$ cat src/rtl/ws_log_pkg.sv
// Shared constants for the jitter logger statistics engine: frame layout,
// per-channel record type and the sender-handshake FSM encoding.
package ws_log_pkg;

  localparam int HDR_SZ   = 6;  // p_cnt (4 bytes) + drop_cnt snapshot (2 bytes)
  localparam int CH_SZ    = 6;  // max, min, miss; 2 bytes each
  localparam int OFF_PCNT = 0;
  localparam int OFF_DROP = 4;
  localparam int OFF_MAX  = 0;  // offsets inside one channel record
  localparam int OFF_MIN  = 2;
  localparam int OFF_MISS = 4;

  localparam logic [1:0] ST_IDLE = 2'd0;
  localparam logic [1:0] ST_BUSY = 2'd1;
  localparam logic [1:0] ST_DONE = 2'd2;

  // Packed so that max lands in the low bytes: the record shifted right by
  // 8*offset yields the little-endian payload byte directly.
  typedef struct packed {
    logic [15:0] miss;
    logic [15:0] min;
    logic [15:0] max;
  } ch_rec_t;

  // Frame size in bytes; never shorter than 18 so the sender frame is fixed.
  function automatic int p_sz(input int nch);
    return (HDR_SZ + CH_SZ * nch > 18) ? (HDR_SZ + CH_SZ * nch) : 18;
  endfunction

endpackage

$ cat src/rtl/ws_jtr_acc.sv
// One channel of jitter statistics: |ts - tr|, running max/min and a
// saturating missed-edge count. o_* present the accumulators merged with
// the current sample so the top can snapshot a window including its last
// measurement.
module ws_jtr_acc #(
  parameter int Nm = 16
) (
  input  logic          i_clk,
  input  logic          i_rst,
  input  logic          i_st_rdy,
  input  logic          i_win_close,
  input  logic [Nm-1:0] i_ts,
  input  logic [Nm-1:0] i_tr,
  input  logic          i_vld,
  output logic [Nm-1:0] o_max,
  output logic [Nm-1:0] o_min,
  output logic [15:0]   o_miss
);

  logic [Nm-1:0] r_max;
  logic [Nm-1:0] r_min;
  logic [15:0]   r_miss;
  logic [Nm-1:0] w_j;

  assign w_j = (i_ts >= i_tr) ? (i_ts - i_tr) : (i_tr - i_ts);

  // Merge the current sample into the running values.
  always_comb begin
    o_max  = r_max;
    o_min  = r_min;
    o_miss = r_miss;
    if (i_vld) begin
      if (w_j > r_max) o_max = w_j;
      if (w_j < r_min) o_min = w_j;
    end else if (r_miss != 16'hFFFF) begin
      o_miss = r_miss + 16'd1;
    end
  end

  // Accumulate on each measurement; restart from init when the window closes.
  always_ff @(posedge i_clk) begin
    if (i_rst) begin
      r_max  <= '0;
      r_min  <= '1;
      r_miss <= '0;
    end else if (i_st_rdy) begin
      if (i_win_close) begin
        r_max  <= '0;
        r_min  <= '1;
        r_miss <= '0;
      end else begin
        r_max  <= o_max;
        r_min  <= o_min;
        r_miss <= o_miss;
      end
    end
  end

endmodule

$ cat src/rtl/ws_logger_stats.sv
// N-channel jitter statistics and UDP payload engine. Windows of 2^Npr
// measurements are snapshotted into a shadow frame that the sender reads
// byte by byte through addr/payload.
//
// Sender handshake: start is a one-cycle request raised only in IDLE while
// a frame is pending and udp_rdy is high; the sender then drops udp_rdy
// while busy (BUSY -> DONE) and raises it again when finished (DONE ->
// IDLE). The shadow is frozen from start until IDLE, and windows closing
// in that time (or while a frame is still pending) are counted as drops.
module ws_logger_stats
  import ws_log_pkg::*;
#(
  parameter int Nch = 4,
  parameter int Nm  = 16,
  parameter int Npr = 7,
  parameter int Nsz = 7
) (
  input  logic             clk,
  input  logic             rst,
  input  logic             st_rdy,
  input  logic [Nm-1:0]    tr,
  input  logic [Nch*Nm-1:0] ts,
  input  logic [Nch-1:0]   ts_vld,
  input  logic [31:0]      p_cnt,
  input  logic             udp_rdy,
  input  logic [Nsz-1:0]   addr,
  output logic             start,
  output logic [7:0]       payload,
  output logic [15:0]      drop_cnt,
  output logic             trg_led,
  output logic [1:0]       dbg_state
);

  localparam int PSZ = p_sz(Nch);

  logic [Npr-1:0] r_idx;
  logic           r_pend;
  logic [1:0]     r_state;
  logic [15:0]    r_drop;
  logic           r_trg;
  logic [31:0]    r_sh_pcnt;
  logic [15:0]    r_sh_drop;
  ch_rec_t        r_sh_ch [Nch];

  logic [Nm-1:0]  w_max  [Nch];
  logic [Nm-1:0]  w_min  [Nch];
  logic [15:0]    w_miss [Nch];
  logic           w_close;
  logic           w_drop;
  logic           w_take;
  logic [31:0]    w_a;

  assign w_close = st_rdy & (&r_idx);
  assign w_drop  = w_close & (r_pend | (r_state != ST_IDLE));
  assign w_take  = (r_state == ST_IDLE) & r_pend & udp_rdy;
  assign w_a     = 32'(addr);

  assign start     = w_take;
  assign drop_cnt  = r_drop;
  assign trg_led   = r_trg;
  assign dbg_state = r_state;

  for (genvar g = 0; g < Nch; g++) begin : g_ch
    ws_jtr_acc #(.Nm(Nm)) u_acc (
      .i_clk       (clk),
      .i_rst       (rst),
      .i_st_rdy    (st_rdy),
      .i_win_close (w_close),
      .i_ts        (ts[g*Nm +: Nm]),
      .i_tr        (tr),
      .i_vld       (ts_vld[g]),
      .o_max       (w_max[g]),
      .o_min       (w_min[g]),
      .o_miss      (w_miss[g])
    );
  end

  // Snapshot a finished window into the shadow unless it is being dropped.
  always_ff @(posedge clk) begin
    if (rst) begin
      r_sh_pcnt <= '0;
      r_sh_drop <= '0;
      for (int k = 0; k < Nch; k++) r_sh_ch[k] <= '0;
    end else if (w_close && !w_drop) begin
      r_sh_pcnt <= p_cnt;
      r_sh_drop <= r_drop;
      for (int k = 0; k < Nch; k++) begin
        r_sh_ch[k].max  <= 16'(w_max[k]);
        r_sh_ch[k].min  <= 16'(w_min[k]);
        r_sh_ch[k].miss <= w_miss[k];
      end
    end
  end

  // Measurement index, pending flag, drop counter, LED and sender FSM.
  always_ff @(posedge clk) begin
    if (rst) begin
      r_idx   <= '0;
      r_pend  <= 1'b0;
      r_state <= ST_IDLE;
      r_drop  <= '0;
      r_trg   <= 1'b0;
    end else begin
      if (st_rdy) r_idx <= r_idx + 1'b1;
      if (w_drop && r_drop != 16'hFFFF) r_drop <= r_drop + 16'd1;
      if (w_close && !w_drop) r_pend <= 1'b1;
      else if (w_take)        r_pend <= 1'b0;
      case (r_state)
        ST_IDLE: if (w_take) begin
          r_state <= ST_BUSY;
          r_trg   <= ~r_trg;
        end
        ST_BUSY: if (!udp_rdy) r_state <= ST_DONE;
        ST_DONE: if (udp_rdy)  r_state <= ST_IDLE;
        default: r_state <= ST_IDLE;
      endcase
    end
  end

  // Combinational byte select from the shadow frame; unused bytes read 0.
  always_comb begin
    payload = 8'h00;
    if (w_a < 32'(PSZ)) begin
      if (w_a < 32'(OFF_DROP)) begin
        payload = 8'(r_sh_pcnt >> {w_a[1:0], 3'b000});
      end else if (w_a == 32'(OFF_DROP)) begin
        payload = r_sh_drop[7:0];
      end else if (w_a == 32'(OFF_DROP + 1)) begin
        payload = r_sh_drop[15:8];
      end else begin
        for (int k = 0; k < Nch; k++) begin
          if (w_a >= 32'(HDR_SZ + CH_SZ * k) && w_a < 32'(HDR_SZ + CH_SZ * (k + 1)))
            payload = 8'(r_sh_ch[k] >> (8 * (w_a - 32'(HDR_SZ + CH_SZ * k))));
        end
      end
    end
  end

endmodule

$ cat config.mk
export PLATFORM = sky130hd
export DESIGN_NAME = ws_logger_stats
export DESIGN_NICKNAME = d
export VERILOG_FILES = /design/src/rtl/ws_log_pkg.sv /design/src/rtl/ws_jtr_acc.sv /design/src/rtl/ws_logger_stats.sv
export SDC_FILE = /design/constraint.sdc
export NUM_CORES = 1
export LEC_CHECK = 0
export ABC_CLOCK_PERIOD_IN_PS = 6580
export CAP_MARGIN = 20
export CORE_MARGIN = 3
export CORE_UTILIZATION = 30
export CTS_CLUSTER_SIZE = 24
export DETAILED_ROUTE_END_ITERATION = 10
export GPL_TIMING_DRIVEN = 0
export MAX_ROUTING_LAYER = met4
export PLACE_DENSITY = 0.5
export SYNTH_ARGS = -nofsm -noshare
export SYNTH_HDL_FRONTEND = slang
export SYNTH_SLANG_ARGS = --single-unit
$ cat constraint.sdc
create_clock -name clk -period 6.58 [get_ports clk]
set_input_delay 0.658 -clock clk [delete_from_list [all_inputs] [get_ports clk]]
set_output_delay 0.658 -clock clk [all_outputs]
set_load 0.02 [all_outputs]
==> flow_summary.toml <==
[critical_path]
startpoint = "addr[1]"
crit_required_ns = 5.92
worst_setup_path_start_kind = "input port"
worstReg2RegStart = "r_idx[0]"
worstSetupPathType = "in -> out"
reg2reg_depth = 10
crit_arrival_ns = 5.69
worstSetupEndpointType = "primary output"
cp_max_fo = 10
r2r_slack_ns = 1.82

[hold_path]
whs_path_depth = 1
hold_start = "g_ch[1].u_acc.r_max[10]"
hold_class = "reg -> reg"

[global_route]
gr-max-usage-layer = "met2"
grt_max_degree = 129
grt_pass1_vias = 24500
grt_first_pass_wirelength_mm = 155
grt_usage = 0.201
met3_usage = 0.0184
antenna_found_initial = 1
gr-usage-met2 = 0.314
use_met1 = 0.282
grt_overflow_total = 0

[timing]
tightest_slew_ns = 1.18
whs_ns = 0.461
postLayoutSetupSlackWorst_ns = 0.237
max_freq_ghz = 0.158
final_max_slew_viol_count = 0
fin_crit_sh = 0.964
hold_viol = 0
relSlewSlack = 0.212
finClkSkew_ns = 0.0271
fin_crit_ns = 6.34
setup_violations = 0

[yosys]
synth_seq_cells = 459
syn_inst = 3284
synth_top_area_cell = "edfxtp_1"
yosys-top-cells-count = "nor2_1, dfxtp_1, ha_1"
avgSynthCellArea_um2 = 9.09
async_flop_share = 0
synth_ff_type = "dfxtp_1"
synth.most_common_cell = "nor2_1"
synth.area.top_cells = "edfxtp_1, dfxtp_1, ha_1"
synth_top_area_frac = 0.193
syn-num-nets = 3686
ys_warn_count = 0
synth-edff-count = 192
synth.distinct_cells = 85
ys_seq_area_frac = 0.372
syn-cell-area_um2 = 29900

[routing]
drt-total-wl_mm = 104
vias_per_cell = 5.29
wl_per_cell_um = 21.5
via_count = 25600
drcViolationCount = 0
postRouteAntennaNets = 0
firstDrtPassIters = 5
drtIter0Drc = 2154

[pwr]
pwr_density_cell_nw_per_um2 = 248
p_leak_nw = 14.0
power_frac_seq = 0.370
power_frac_clock = 0.332
combPwrFrac = 0.298
p_switching_mw = 2.98
peakVddDrop_uv = 218
sw_frac_of_total = 0.340
p_int_mw = 5.77

[placement]
gp_congestion = 0.902
hpwl_mm = 80.2
place_area_um2 = 33000
placed_cells = 4725
io_buffers = 151
pre_cts_slack_ns = -1.90

[job]
maxCapViolCount = 0

[final_layout]
post-route-cell-area_um2 = 35300
num-fill-cells = 10100
multi_input_comb_area_um2 = 17500
seqCellArea_um2 = 11100
fin_cells = 4831
area_growth_pct = 18.2
num_antenna_cells = 0
drive_above_1_share = 0.0852
final_net_count = 3903

[floorplan]
die_area_um2 = 103000
row_count = 115
initial_core_util = 0.303
die_w_um = 321
core_um2 = 98600
ioPinCount = 155
fp.dieH_um = 321

[clocking]
max-clock-path-buffers = 3
clock-sinks = 459
clk_pin_slew_ns = 0.06
insertion_delay_ns = 0.62
cts_root_buffer = "clkbuf_16"
ctsHoldBuffers = 0
tritoncts = "yes"
htreeDepth = 2
cts_buffers = 51

[outcome]
outcome = "finished, final reports clean"
## flip-flops by register name (all words and copies together) (netlist names), 2 cells and up
register / count
r_sh_drop: 16
dbg_state: 2
r_sh_pcnt: 32
g_ch.u_acc.r_max: 64
g_ch.u_acc.r_miss: 64
r_idx: 7
r_sh_ch: 192
g_ch.u_acc.r_min: 64
drop_cnt: 16
## power by group through the flow
stage / clock, mW / combinational, mW / sequential, mW
after floorplan: 0 / 1.65 / 3.27
after global placement: 0 / 2.44 / 3.30
after detailed placement: 0 / 2.45 / 3.29
after CTS: 2.97 / 2.51 / 3.23
after global routing: 3.08 / 2.91 / 3.25
final: 2.90 / 2.61 / 3.23
## cell type report
type / count / share of cell area
buffer: 164 / 0.0199
clock buffer: 70 / 0.0408
clock inverter: 26 / 0.00702
inverter: 266 / 0.0285
multi-input combinational: 2385 / 0.495
sequential: 459 / 0.315
tap: 1287 / 0.0456
timing repair buffer: 174 / 0.0484
## metal layers
layer | routed length [um] | vias to the layer above
met5 | 0 | -
met4 | 2240 | 0
met3 | 4910 | 114
met2 | 46500 | 710
met1 | 50200 | 12400
li1 | - | 12300
## cells in the final DEF, fill, tap and decap left out, types with 13 or more instances in the layout
cell type          n
a211oi_1         101
a21o_1            54
a21oi_1          210
a22o_1            85
a22oi_1           42
a2bb2oi_1         17
a31oi_1           15
and2_1            19
and3_1            35
buf_2             26
buf_4             21
clkbuf_1         121
clkbuf_16         52
clkbuf_2          13
clkdlybuf4s50_1  150
dfxtp_1          267
edfxtp_1         192
ha_1             264
inv_1            263
mux2_2            19
mux2i_1           82
mux4_2            40
nand2_1          200
nand2b_1          18
nand3_1           42
nand3b_1          13
nand4_1           51
nor2_1           413
nor2b_1           22
nor3_1            47
o211ai_1          16
o21a_1            23
o21ai_0          174
o22a_1            34
o22ai_1           16
o31ai_1           16
xnor2_1           47
xnor2_2           26
xor2_1            32
xor2_2            14
## stage by stage
step	setup TNS, ns	utilization	power (mW)
after CTS	-0.0220	0.354	8.71
final	0	0.358	8.75
after global placement	-1033.78	0.335	5.74
after detailed placement	-322.91	0.335	5.74
after global routing	-0.114	0.358	9.24
after floorplan	0	-	4.91
## logic make-up (layout without fill, tap and decap cells)
kind of cell | Yosys count | count (layout) | synth area share
adder cells (fa/ha/maj) | 275 | 275 | 0.117
multiplexers | 144 | 144 | 0.0664
AO/OA/AOI/OAI | 927 | 927 | 0.210
flip-flops | 459 | 459 | 0.372
XOR/XNOR | 123 | 123 | 0.0376
AND/OR/NAND/NOR | 916 | 916 | 0.139
buffers and inverters | 440 | 700 | 0.0573
## critical path, stage by stage
cell             delay [ns]
clkdlybuf4s50_1        0.72
clkdlybuf4s15_2        0.57
clkinv_1               0.44
ha_2                   0.64
clkbuf_2               0.36
mux4_2                 0.35
nand2_1                0.08
o21ai_0                0.16
a22oi_1                0.37
o22ai_1                0.14
nand2_1                0.11
o21ai_0                0.16
a221o_1                0.36
clkdlybuf4s50_1        0.54
## timing repair
action                                  CTS  global route
cloned                                    0             0
buffers inserted                          4            14
pin swaps                                 0             6
resized for setup                        34            62
endpoints found under the setup margin  254           218
## path summary, 6_finish.rpt
check	to
min reg2reg	g_ch[1].u_acc.r_max[10]
max reg2reg	r_sh_ch[3][12]
max	payload[4]
min	g_ch[1].u_acc.r_max[10]
Note: power is estimated with default switching activity, not from simulation.
